$ cat src/rtl/kgp_shift_pkg.sv
// kgp_shift_pkg: shared state encoding and direction/type constants for the iterative shifter.
package kgp_shift_pkg;
    typedef enum logic [1:0] {IDLE, SHIFT, DONE} state_t;
    localparam logic DIR_LEFT  = 1'b0;
    localparam logic DIR_RIGHT = 1'b1;
    localparam logic TYPE_LOG  = 1'b0;
    localparam logic TYPE_ARI  = 1'b1;
endpackage

$ cat src/rtl/shift_step.sv
// shift_step: combinational shift of WIDTH bits by 0..STEP positions, left/logical-right/arithmetic-right.
module shift_step
    import kgp_shift_pkg::*;
#(
    parameter int WIDTH = 32,
    parameter int STEP  = 1,
    parameter int KW    = $clog2(STEP + 1)
) (
    input  logic [WIDTH-1:0] data,
    input  logic [KW-1:0]    k,
    input  logic             dir,
    input  logic             typ,
    output logic [WIDTH-1:0] res
);
    logic signed [WIDTH-1:0] sdata;
    logic [WIDTH-1:0] asr;
    // kept as a separate signed net so the ternary below cannot demote >>> to a logical shift
    assign sdata = data;
    assign asr   = sdata >>> k;
    assign res   = (dir == DIR_RIGHT) ? ((typ == TYPE_ARI) ? asr : data >> k) : data << k;
endmodule

$ cat src/rtl/seq_shifter.sv
// seq_shifter: multi-cycle shifter consuming up to STEP bits per clock behind a start/done handshake.
// The shift-type input is named typ because type is a reserved word.
module seq_shifter
    import kgp_shift_pkg::*;
#(
    parameter int WIDTH = 32,
    parameter int STEP  = 1,
    parameter int SHW   = $clog2(WIDTH)
) (
    input  logic             clk,
    input  logic             rst,
    input  logic             start,
    input  logic [WIDTH-1:0] a,
    input  logic [SHW-1:0]   shamt,
    input  logic             dir,
    input  logic             typ,
    output logic             busy,
    output logic             done,
    output logic [WIDTH-1:0] out
);
    localparam int KW = $clog2(STEP + 1);

    state_t state, next_state;
    logic [SHW-1:0] rem;
    logic [WIDTH-1:0] data, shifted;
    logic dir_q, typ_q, accept, last;
    logic [31:0] rem_w;
    logic [KW-1:0] k;

    assign rem_w  = 32'(rem);
    assign k      = KW'((rem_w < STEP) ? rem_w : STEP);
    assign last   = rem_w <= STEP;
    assign accept = start && (state != SHIFT);

    shift_step #(.WIDTH(WIDTH), .STEP(STEP), .KW(KW)) u_step (
        .data(data),
        .k   (k),
        .dir (dir_q),
        .typ (typ_q),
        .res (shifted)
    );

    always_ff @(posedge clk or negedge rst) begin
        if (!rst) state <= IDLE;
        else      state <= next_state;
    end

    always_comb begin
        next_state = (state == SHIFT) ? (last ? DONE : SHIFT) : (start ? SHIFT : IDLE);
    end

    always_comb begin
        busy = state == SHIFT;
        done = state == DONE;
    end

    always_ff @(posedge clk or negedge rst) begin
        if (!rst) begin
            data  <= '0;
            rem   <= '0;
            dir_q <= DIR_LEFT;
            typ_q <= TYPE_LOG;
        end else if (accept) begin
            data  <= a;
            rem   <= shamt;
            dir_q <= dir;
            typ_q <= typ;
        end else if (state == SHIFT) begin
            data <= shifted;
            rem  <= rem - SHW'(k);
        end
    end

    assign out = data;
endmodule

$ cat config.mk
export PLATFORM = sky130hd
export DESIGN_NAME = seq_shifter
export DESIGN_NICKNAME = d
export VERILOG_FILES = /design/src/rtl/kgp_shift_pkg.sv /design/src/rtl/shift_step.sv /design/src/rtl/seq_shifter.sv
export SDC_FILE = /design/constraint.sdc
export NUM_CORES = 1
export LEC_CHECK = 0
export ABC_AREA = 1
export CAP_MARGIN = 20
export CORE_MARGIN = 3
export CORE_UTILIZATION = 51
export DETAILED_ROUTE_END_ITERATION = 8
export PLACE_DENSITY = 0.86
export RECOVER_POWER = 25
export SETUP_SLACK_MARGIN = 0.1
export SLEW_MARGIN = 20
export SYNTH_ARGS = -nofsm -noshare
export SYNTH_HDL_FRONTEND = slang
export SYNTH_SLANG_ARGS = --single-unit
$ cat constraint.sdc
create_clock -name clk -period 2.6 [get_ports clk]
set_input_delay 0.52 -clock clk [delete_from_list [all_inputs] [get_ports clk]]
set_output_delay 0.52 -clock clk [all_outputs]
set_load 0.005 [all_outputs]
## Word-level counts from Yosys, hierarchy flattened

Cells that the tools add are included.
W data, S select, Z words.

- Input port bits: 42
- Bits in registers: 41
- Output and inout bits: 34

- Reduce and logical (&&, ||, !) cells: 2
- Shift operators: 3
- Equality and inequality tests: 3
- Muxes and demuxes: 10
- $lt $le $gt $ge: 2
- Add/subtract/negate cells: 1

Operator list:

| operator | number |
|---|---|
| $mux W32 | 4 |
| $shl A32 B1 Y32 | 1 |
| $shr A32 B1 Y32 | 1 |
| $sshr A32 B1 Y32 | 1 |
| $mux W5 | 2 |
| $le A5 B1 Y1 const B | 1 |
| $lt A5 B1 Y1 const B | 1 |
| $sub A5 B1 Y5 | 1 |
| $mux W2 | 2 |
| $eq A2 B1 Y1 const B | 1 |
| $eq A2 B2 Y1 const B | 1 |
| $mux W1 | 2 |
| $ne A2 B1 Y1 const B | 1 |
| $reduce_bool A2 Y1 | 1 |
| $logic_and A1 B1 Y1 | 1 |

## Depth between registers and ports, before layout

Gate-level depths: netlist of the first run.

- Word-level depth: 7
- Mapped depth: 10
- Mapped depth without buffers: 10

## Cells and area by module

A second synthesis of the first run with hierarchy kept.

- Cells, all modules: 391
- Area total of the unflattened synthesis: 2617.5 um^2

By module, submodules not included:

| module | cells each | times used | area each (um^2) | sequential area each (um^2) |
|---|---|---|---|---|
| seq_shifter | 243 | 1 | 1925.6 | 1026.0 |
| shift_step | 148 | 1 | 691.9 | 0.0 |

## Least setup slack after synthesis of the first run

Ideal clock, no wire load.

- Kind: reg-to-reg
- Start: register rem[2]
- End: register data[24], in the netlist out[24]
- Required time: 2.483 ns
- Library setup time: 0.117 ns
- Path buffers: 1
- Clock period less this slack: 1.369 ns
- Slack: 1.231 ns
- Stages on the path, launching flop included: 10
- Arrival time: 1.252 ns
- Cell sequence: dfrtp_1 nor2_1 nand2_1 nor2_2 nand2_4 nand2_4 inv_2 buf_2 nor2_1 nor2_1

- Longest elaborated chain between the ends: 7
- Elaborated cells between the ends (all ways): 9

Ends and longest elaborated chain:

| element | line | text |
|---|---|---|
| from (decl) | seq_shifter.sv:24 | `logic [SHW-1:0] rem;` |
| from (signal assigned) | seq_shifter.sv:65 | `rem <= shamt;` |
| from (signal assigned) | seq_shifter.sv:70 | `rem <= rem - SHW'(k);` |
| $lt A5 B1 Y1 * | seq_shifter.sv:31 | `assign k = KW'((rem_w < STEP) ? rem_w : STEP);` |
| $mux W1 * | seq_shifter.sv:31 |  |
| $shr A32 B1 Y32 or $sshr A32 B1 Y32 (tied branches) | shift_step.sv:20, shift_step.sv:19 |  |
| $mux W32 | shift_step.sv:20 | `assign res = (dir == DIR_RIGHT) ? ((typ == TYPE_ARI) ? asr : data >> k) : data << k;` |
| $mux W32 * | shift_step.sv:20 |  |
| $mux W32 * | seq_shifter.sv:68 | `end else if (state == SHIFT) begin` |
| $mux W32 * | seq_shifter.sv:63 | `end else if (accept) begin` |
| to (signal assigned) | seq_shifter.sv:69 | `data <= shifted;` |
| to (decl) | seq_shifter.sv:25 | `logic [WIDTH-1:0] data, shifted;` |

Mark *: on every way between the ends. The rest lies on a longest branch, timed or not. The select of a mux whose other input is x is not followed.
A chain may end at the register's enable or synchronous reset.

## Worst setup path in the final report of the first run

- Start: register state[1]
- End: output port busy

- Longest elaborated chain between the ends: 1

Ends and longest elaborated chain:

| element | line | text |
|---|---|---|
| from (decl) | seq_shifter.sv:23 | `state_t state, next_state;` |
| from (signal assigned) | seq_shifter.sv:45 | `else state <= next_state;` |
| $eq A2 B1 Y1 | seq_shifter.sv:53 | `busy = state == SHIFT;` |
| to (decl) | seq_shifter.sv:17 | `output logic busy,` |

No other way between the ends.

==> impl_metrics.py, run 1 <==
metrics = {
    "status": {
        "status": "completed",
    },
    "critical_path": {
        "slowest_delay_ps": 520,
        "r2r_start": "state[1]$_DFF_PN0_",
        "cp_num_buf_inv": 3,
        "cp_common_cell": "inv_2",
        "crit_arrival_ps": 1500,
        "startpoint_type": "register",
        "worstPathMaxFanout": 8,
        "required_ps": 2080,
        "crit_start": "state[1]$_DFF_PN0_",
        "endpoint_kind": "output port",
        "crit_type": "reg2out",
        "crit_chain": "inv_2 > nand2_4 > inv_2 > clkdlybuf4s50_1",
        "slowest_stage": "clkdlybuf4s50_1",
        "crit_family": "buffers and inverters",
    },
    "sta": {
        "final-hold-violation-count": 0,
        "tightest_slew_ps": 1060,
        "rsz0062_at_grt": "false",
        "max_freq_ghz": 0.495,
        "final.setup_skew_ps": 9.07,
        "slew_headroom_pct": 29.6,
        "setup_tns_ps": 0,
        "fin_crit_ps": 2020,
        "fin_crit_sh_pct": 77.7,
        "drv_slew": 0,
        "finalSetupViolations": 0,
    },
    "logic_synthesis": {
        "syn_area_um2": 2520,
        "synthDistinctLibCells": 24,
        "avgSynthCellArea_um2": 6.71,
        "synth-seq-cells": 41,
        "ys_seq_area_share_pct": 40.7,
        "ys_warn_count": 0,
        "syn_nets": 419,
        "synthCells": 376,
    },
    "detailed_routing": {
        "detail-route-antenna-nets": 0,
        "drc": 0,
        "wl_per_cell_um": 13.8,
        "viasPerCell": 5.37,
        "routed_wirelength_um": 7030,
        "drtIter0Drc": 189,
        "firstDrtPassIters": 4,
        "vias": 2737,
    },
    "clocking": {
        "cts_resized": 0,
        "postCtsSetupBuffers": 0,
        "cts_root_buf": "clkbuf_8",
        "path_clk_slew_ps": 80,
        "htree_levels": 2,
        "hold_buffers": 0,
        "clock_path_buffers": 2,
        "cts_made_buffers": 5,
        "cts_sinks": 41,
        "cts_tree": "yes",
        "insertion_delay_ps": 300,
    },
    "layout": {
        "final_area_um2": 3410,
        "nNetsFinal": 488,
        "final_cell_mix": "94 x nor2_1, 94 x nand3_1, 91 x nand2_1",
        "antenna_cells": 0,
        "final_layout_size_suffix_gt1_share_pct": 7.42,
        "areaGrowthSynthToFinish_pct": 35.4,
    },
    "placement": {
        "finalWeightedCongestion": 0.845,
        "placed_area_um2": 3310,
        "io_buffers": 75,
        "dp_hpwl_um": 4810,
    },
    "pwr": {
        "ir_drop_uv": 700,
        "p_leak_nw": 1.71,
        "p_per_area_nw_per_um2": 1310,
    },
    "grt": {
        "grt_pass1_wl_um": 11600,
        "grt_max_degree": 63,
        "grt_usage_pct": 24.0,
        "antenna_found_initial": 0,
        "overflow": 0,
        "grt_pass1_vias": 2566,
    },
    "floorplan": {
        "die_h_um": 76.3,
        "core-area_um2": 4560,
        "initial_core_util_pct": 55.2,
        "rows": 24,
        "ios": 76,
        "die_area_um2": 5820,
        "die_x_um": 76.3,
    },
    "worst_hold_path": {
        "min_path_type": "in2async",
    },
    "run": {
        "max_cap_viol_count": 0,
    },
}
worst register-to-register path: cells and delay by family, from the launching register on:
| kind | cells | cell delay (ps) |
|---|---|---|
| buffers and inverters | 4 | 790 |
| flip-flops | 1 | 380 |
| AND/OR/NAND/NOR | 5 | 440 |
per-stage QoR:
stage | power, W | setup WS, ps | instances | utilization (%) | hold WS [ps]
after CTS | 0.00447 | 571 | 510 | 74.8 | 386
after global routing | 0.00489 | 449 | 510 | 74.8 | 479
final | 0.00447 | 579 | 510 | 74.8 | 403
after global placement | 0.00387 | 361 | 503 | 72.5 | 463
after floorplan | 0.00296 | 1230 | 376 | - | 224
after detailed placement | 0.00395 | 303 | 503 | 72.5 | 470
cells by family (layout without fill, tap and decap cells):
family                     Yosys count  count (layout)  synth area share (%)
buffers and inverters               36             105                  6.75
AOI/OAI and AO/OA                   11              11                  3.03
DFF                                 41              41                  40.7
and+or+nand+nor                    286             286                  48.7
xor gates and xnor gates             1               1                 0.347
adders and majority gates            1               1                 0.496
synthesized netlist by cell type (all sizes together):
master / count / area share [%]
inv: 13 / 1.9
o22ai: 1 / 0.25
nand2: 95 / 15
nor2: 96 / 15
ha: 1 / 0.50
a21oi: 3 / 1.0
o211ai: 2 / 0.60
o21ai: 4 / 0.79
clkbuf: 3 / 0.45
nand3: 95 / 19
dfrtp: 41 / 41
xor2: 1 / 0.35
o221ai: 1 / 0.35
buf: 20 / 4.4
where the power goes:
part           total, W  leakage, nW  switching (W)  internal (W)
logic           0.00264         1.16        0.00144       0.00121
registers       0.00132        0.498       0.000344      0.000980
clock network  0.000503       0.0540       0.000224      0.000279
sequential cells by signal, summed over array words and instances, names as in the netlist:
name	flops
typ_q	1
state	2
rem	5
dir_q	1
out	32
path summary, 6_finish.rpt:
check                                       to  slack, ps  cells past startpoint
setup / recovery                          busy        580                      4
hold / removal              rem[3]$_DFFE_PN0N_        400                      1
setup reg to reg            out[4]$_DFFE_PN0P_        890                      9
hold reg to reg              typ_q$_DFFE_PN0P_        540                      2
max in group asynchronous  out[19]$_DFFE_PN0P_       1550                      1
min in group clk             typ_q$_DFFE_PN0P_        540                      2
layer usage:
| metal | vias to the layer above | GRT usage [%] | share of wire [%] |
|---|---|---|---|
| met5 | - | 0 | 0 |
| met4 | 0 | 5.43 | 0.73 |
| met3 | 6 | 4.85 | 7.8 |
| met2 | 128 | 39.6 | 49 |
| met1 | 1249 | 32.4 | 43 |
| li1 | 1354 | - | - |
layout make-up:
type                            instances  area (um^2)
Inverter                               13         48.8
Clock buffer                            5         68.8
Tap cell                               65         81.3
Sequential cell                        41         1030
Timing Repair Buffer                   85          821
Clock inverter                          2         35.0
Multi-Input combinational cell        299         1330
Fill cell                             381         1150
No activity file was read; power rests on OpenSTA's default activity.
==> run 2, diff against run 1 <==
- CORE_UTILIZATION: 51 -> 43
- PLACE_DENSITY: 0.86 -> 0.77
- clock period: 2.6 -> 1.62 ns (I/O delays scaled with it)
==> run 2 against run 1 <==
  * First-iteration DRC count increased by 37%
  * Combinational power up 120%
  * Non-clock buffer count grew 62
  * Largest cell class is now buffers
  * Routed wire length up 18%
  * Sequential power rose by 47%
  * Via count grew 11%
  * Critical path depth is 1 lower
  * Worst setup slack got worse by 460 ps
  * Sequential share of layout area shrank 5.1 points
  * Power grew 94%
==> impl_metrics.py, run 2 (synthesis results as in run 1) <==
metrics = {
    "detailed_routing": {
        "vias": 3040,
        "firstDrtPassIters": 7,
        "wl_met2_um": 4000,
        "dr.max_layer_used": "met4",
        "detail-route-antenna-nets": 0,
        "drtIter0Drc": 259,
        "routed_wirelength_um": 8280,
        "viasPerCell": 5.24,
        "wl_per_cell_um": 14.3,
        "drc": 0,
        "wirelength_met1_um": 3460,
        "wl_met3_um": 667,
    },
    "placement": {
        "placed_area_um2": 3530,
        "io_buffers": 75,
        "dp_cells": 526,
        "finalWeightedCongestion": 0.839,
        "dp_hpwl_um": 5140,
    },
    "critical_path": {
        "worstPathMaxFanout": 2,
        "endpoint_kind": "output port",
        "required_ps": 1300,
        "crit_type": "reg2out",
        "ff2ff_path_depth": 9,
        "rrSetupSlack_ps": 140,
        "startpoint_type": "register",
        "crit_arrival_ps": 1180,
    },
    "layout": {
        "multiInputGateArea_um2": 1370,
        "seq_area_um2": 1030,
        "final_cell_mix": "94 x nand3_1, 90 x nor2_1, 90 x nand2_1",
        "antenna_cells": 0,
        "final_layout_size_suffix_gt1_share_pct": 19.3,
        "nNetsFinal": 550,
        "layout.cells.non_filler": 580,
        "layout_commonest_cell": "nand3_1",
        "areaGrowthSynthToFinish_pct": 63.4,
        "fill_cells": 431,
        "largest_register_ff_count": 32,
        "final_area_um2": 4120,
    },
    "floorplan": {
        "die_h_um": 82.6,
        "ios": 76,
        "die_area_um2": 6820,
        "initial_core_util_pct": 45.2,
        "die_x_um": 82.6,
        "rows": 27,
        "core-area_um2": 5570,
    },
    "sta": {
        "fin_crit_ps": 1500,
        "drv_slew": 0,
        "rsz0062_at_grt": "true",
        "slew_headroom_pct": 44.4,
        "finalSetupViolations": 0,
        "max_freq_ghz": 0.665,
        "final.setup_skew_ps": 8.35,
        "final-hold-violation-count": 0,
        "tightest_slew_ps": 834,
        "setup_tns_ps": 0,
        "fin_crit_sh_pct": 92.9,
    },
    "pwr": {
        "p_per_area_nw_per_um2": 2100,
        "p_leak_nw": 2.29,
        "ir_drop_uv": 1090,
    },
    "clocking": {
        "insertion_delay_ps": 300,
        "cts_made_buffers": 5,
        "clock_path_buffers": 2,
        "cts_sinks": 41,
        "cts_tree": "yes",
        "cts_root_buf": "clkbuf_8",
        "htree_levels": 2,
        "path_clk_slew_ps": 90,
    },
    "run": {
        "max_cap_viol_count": 0,
    },
    "status": {
        "status": "completed",
    },
    "grt": {
        "antenna_found_initial": 0,
        "grt_pass1_vias": 2702,
        "overflow": 0,
        "grt_pass1_wl_um": 12500,
        "grt_usage_pct": 23.8,
        "grt_max_degree": 63,
    },
    "worst_hold_path": {
        "holdPathStages": 2,
        "min_path_type": "reg2reg",
    },
}
run 2: changes by cell type in the layout (fill, tap and decap cells not counted), sizes merged:
cell           change
buf               +59
clkdlybuf4s50     -25
dlymetal6s2s      +18
dlygate4sd2        +6
clkbuf             +4
clkdlybuf4s15      +1
clkinv             -1
dlygate4sd3        +1
run 2: critical path, cell delays in order, from the launching register on:
cell and delay (ps):
dfrtp_1 380, buf_4 130, nor2_1 110, dlygate4sd2_1 250
run 2: layout make-up:
class,count,share of cell area (%)
Clock buffer,7,2.10
Clock inverter,1,0.729
Inverter,13,1.43
Multi-Input combinational cell,299,33.1
Sequential cell,41,24.9
Tap cell,72,2.19
Timing Repair Buffer,147,35.5
run 2: routing by layer:
layer / GRT usage [%] / vias to the layer above
li1: - / 1477
met1: 30.4 / 1398
met2: 40.1 / 148
met3: 5.53 / 17
met4: 7.19 / 0
met5: 0 / -
run 2: worst paths after layout:
check                                   start                  end
max in group asynchronous                 rst  out[29]$_DFFE_PN0P_
min in group asynchronous                 rst   rem[0]$_DFFE_PN0N_
max                        state[0]$_DFF_PN0_                 done
max reg2reg                rem[4]$_DFFE_PN0N_   out[7]$_DFFE_PN0P_
min reg2reg                 typ_q$_DFFE_PN0P_    typ_q$_DFFE_PN0P_
min                         typ_q$_DFFE_PN0P_    typ_q$_DFFE_PN0P_
run 2: repair_timing:
item,4_1_cts,5_1_grt
resized for setup,8,35
endpoints found under the hold margin,12,0
gates cloned,0,2
pin swaps,0,3
buffers inserted,29,14
setup endpoints to repair,33,54
hold buffers,1,0
run 2: power by group:
part / internal, W / leakage, nW / switching, W
Clock: 0.000503 / 0.0585 / 0.000374
Combinational: 0.00291 / 1.73 / 0.00293
Sequential: 0.00157 / 0.498 / 0.000368
Total: 0.00499 / 2.29 / 0.00367
run 2: per-stage QoR:
stage	worst slack [ps]	util [%]	hold slack, ps	total power [W]
floorplan	251	-	28.4	0.00475
global placement	-107	63.3	246	0.00663
detailed placement	-150	63.3	243	0.00678
CTS	67.0	69.3	452	0.00815
global route	36.0	73.9	536	0.00941
finish	115	73.9	493	0.00866
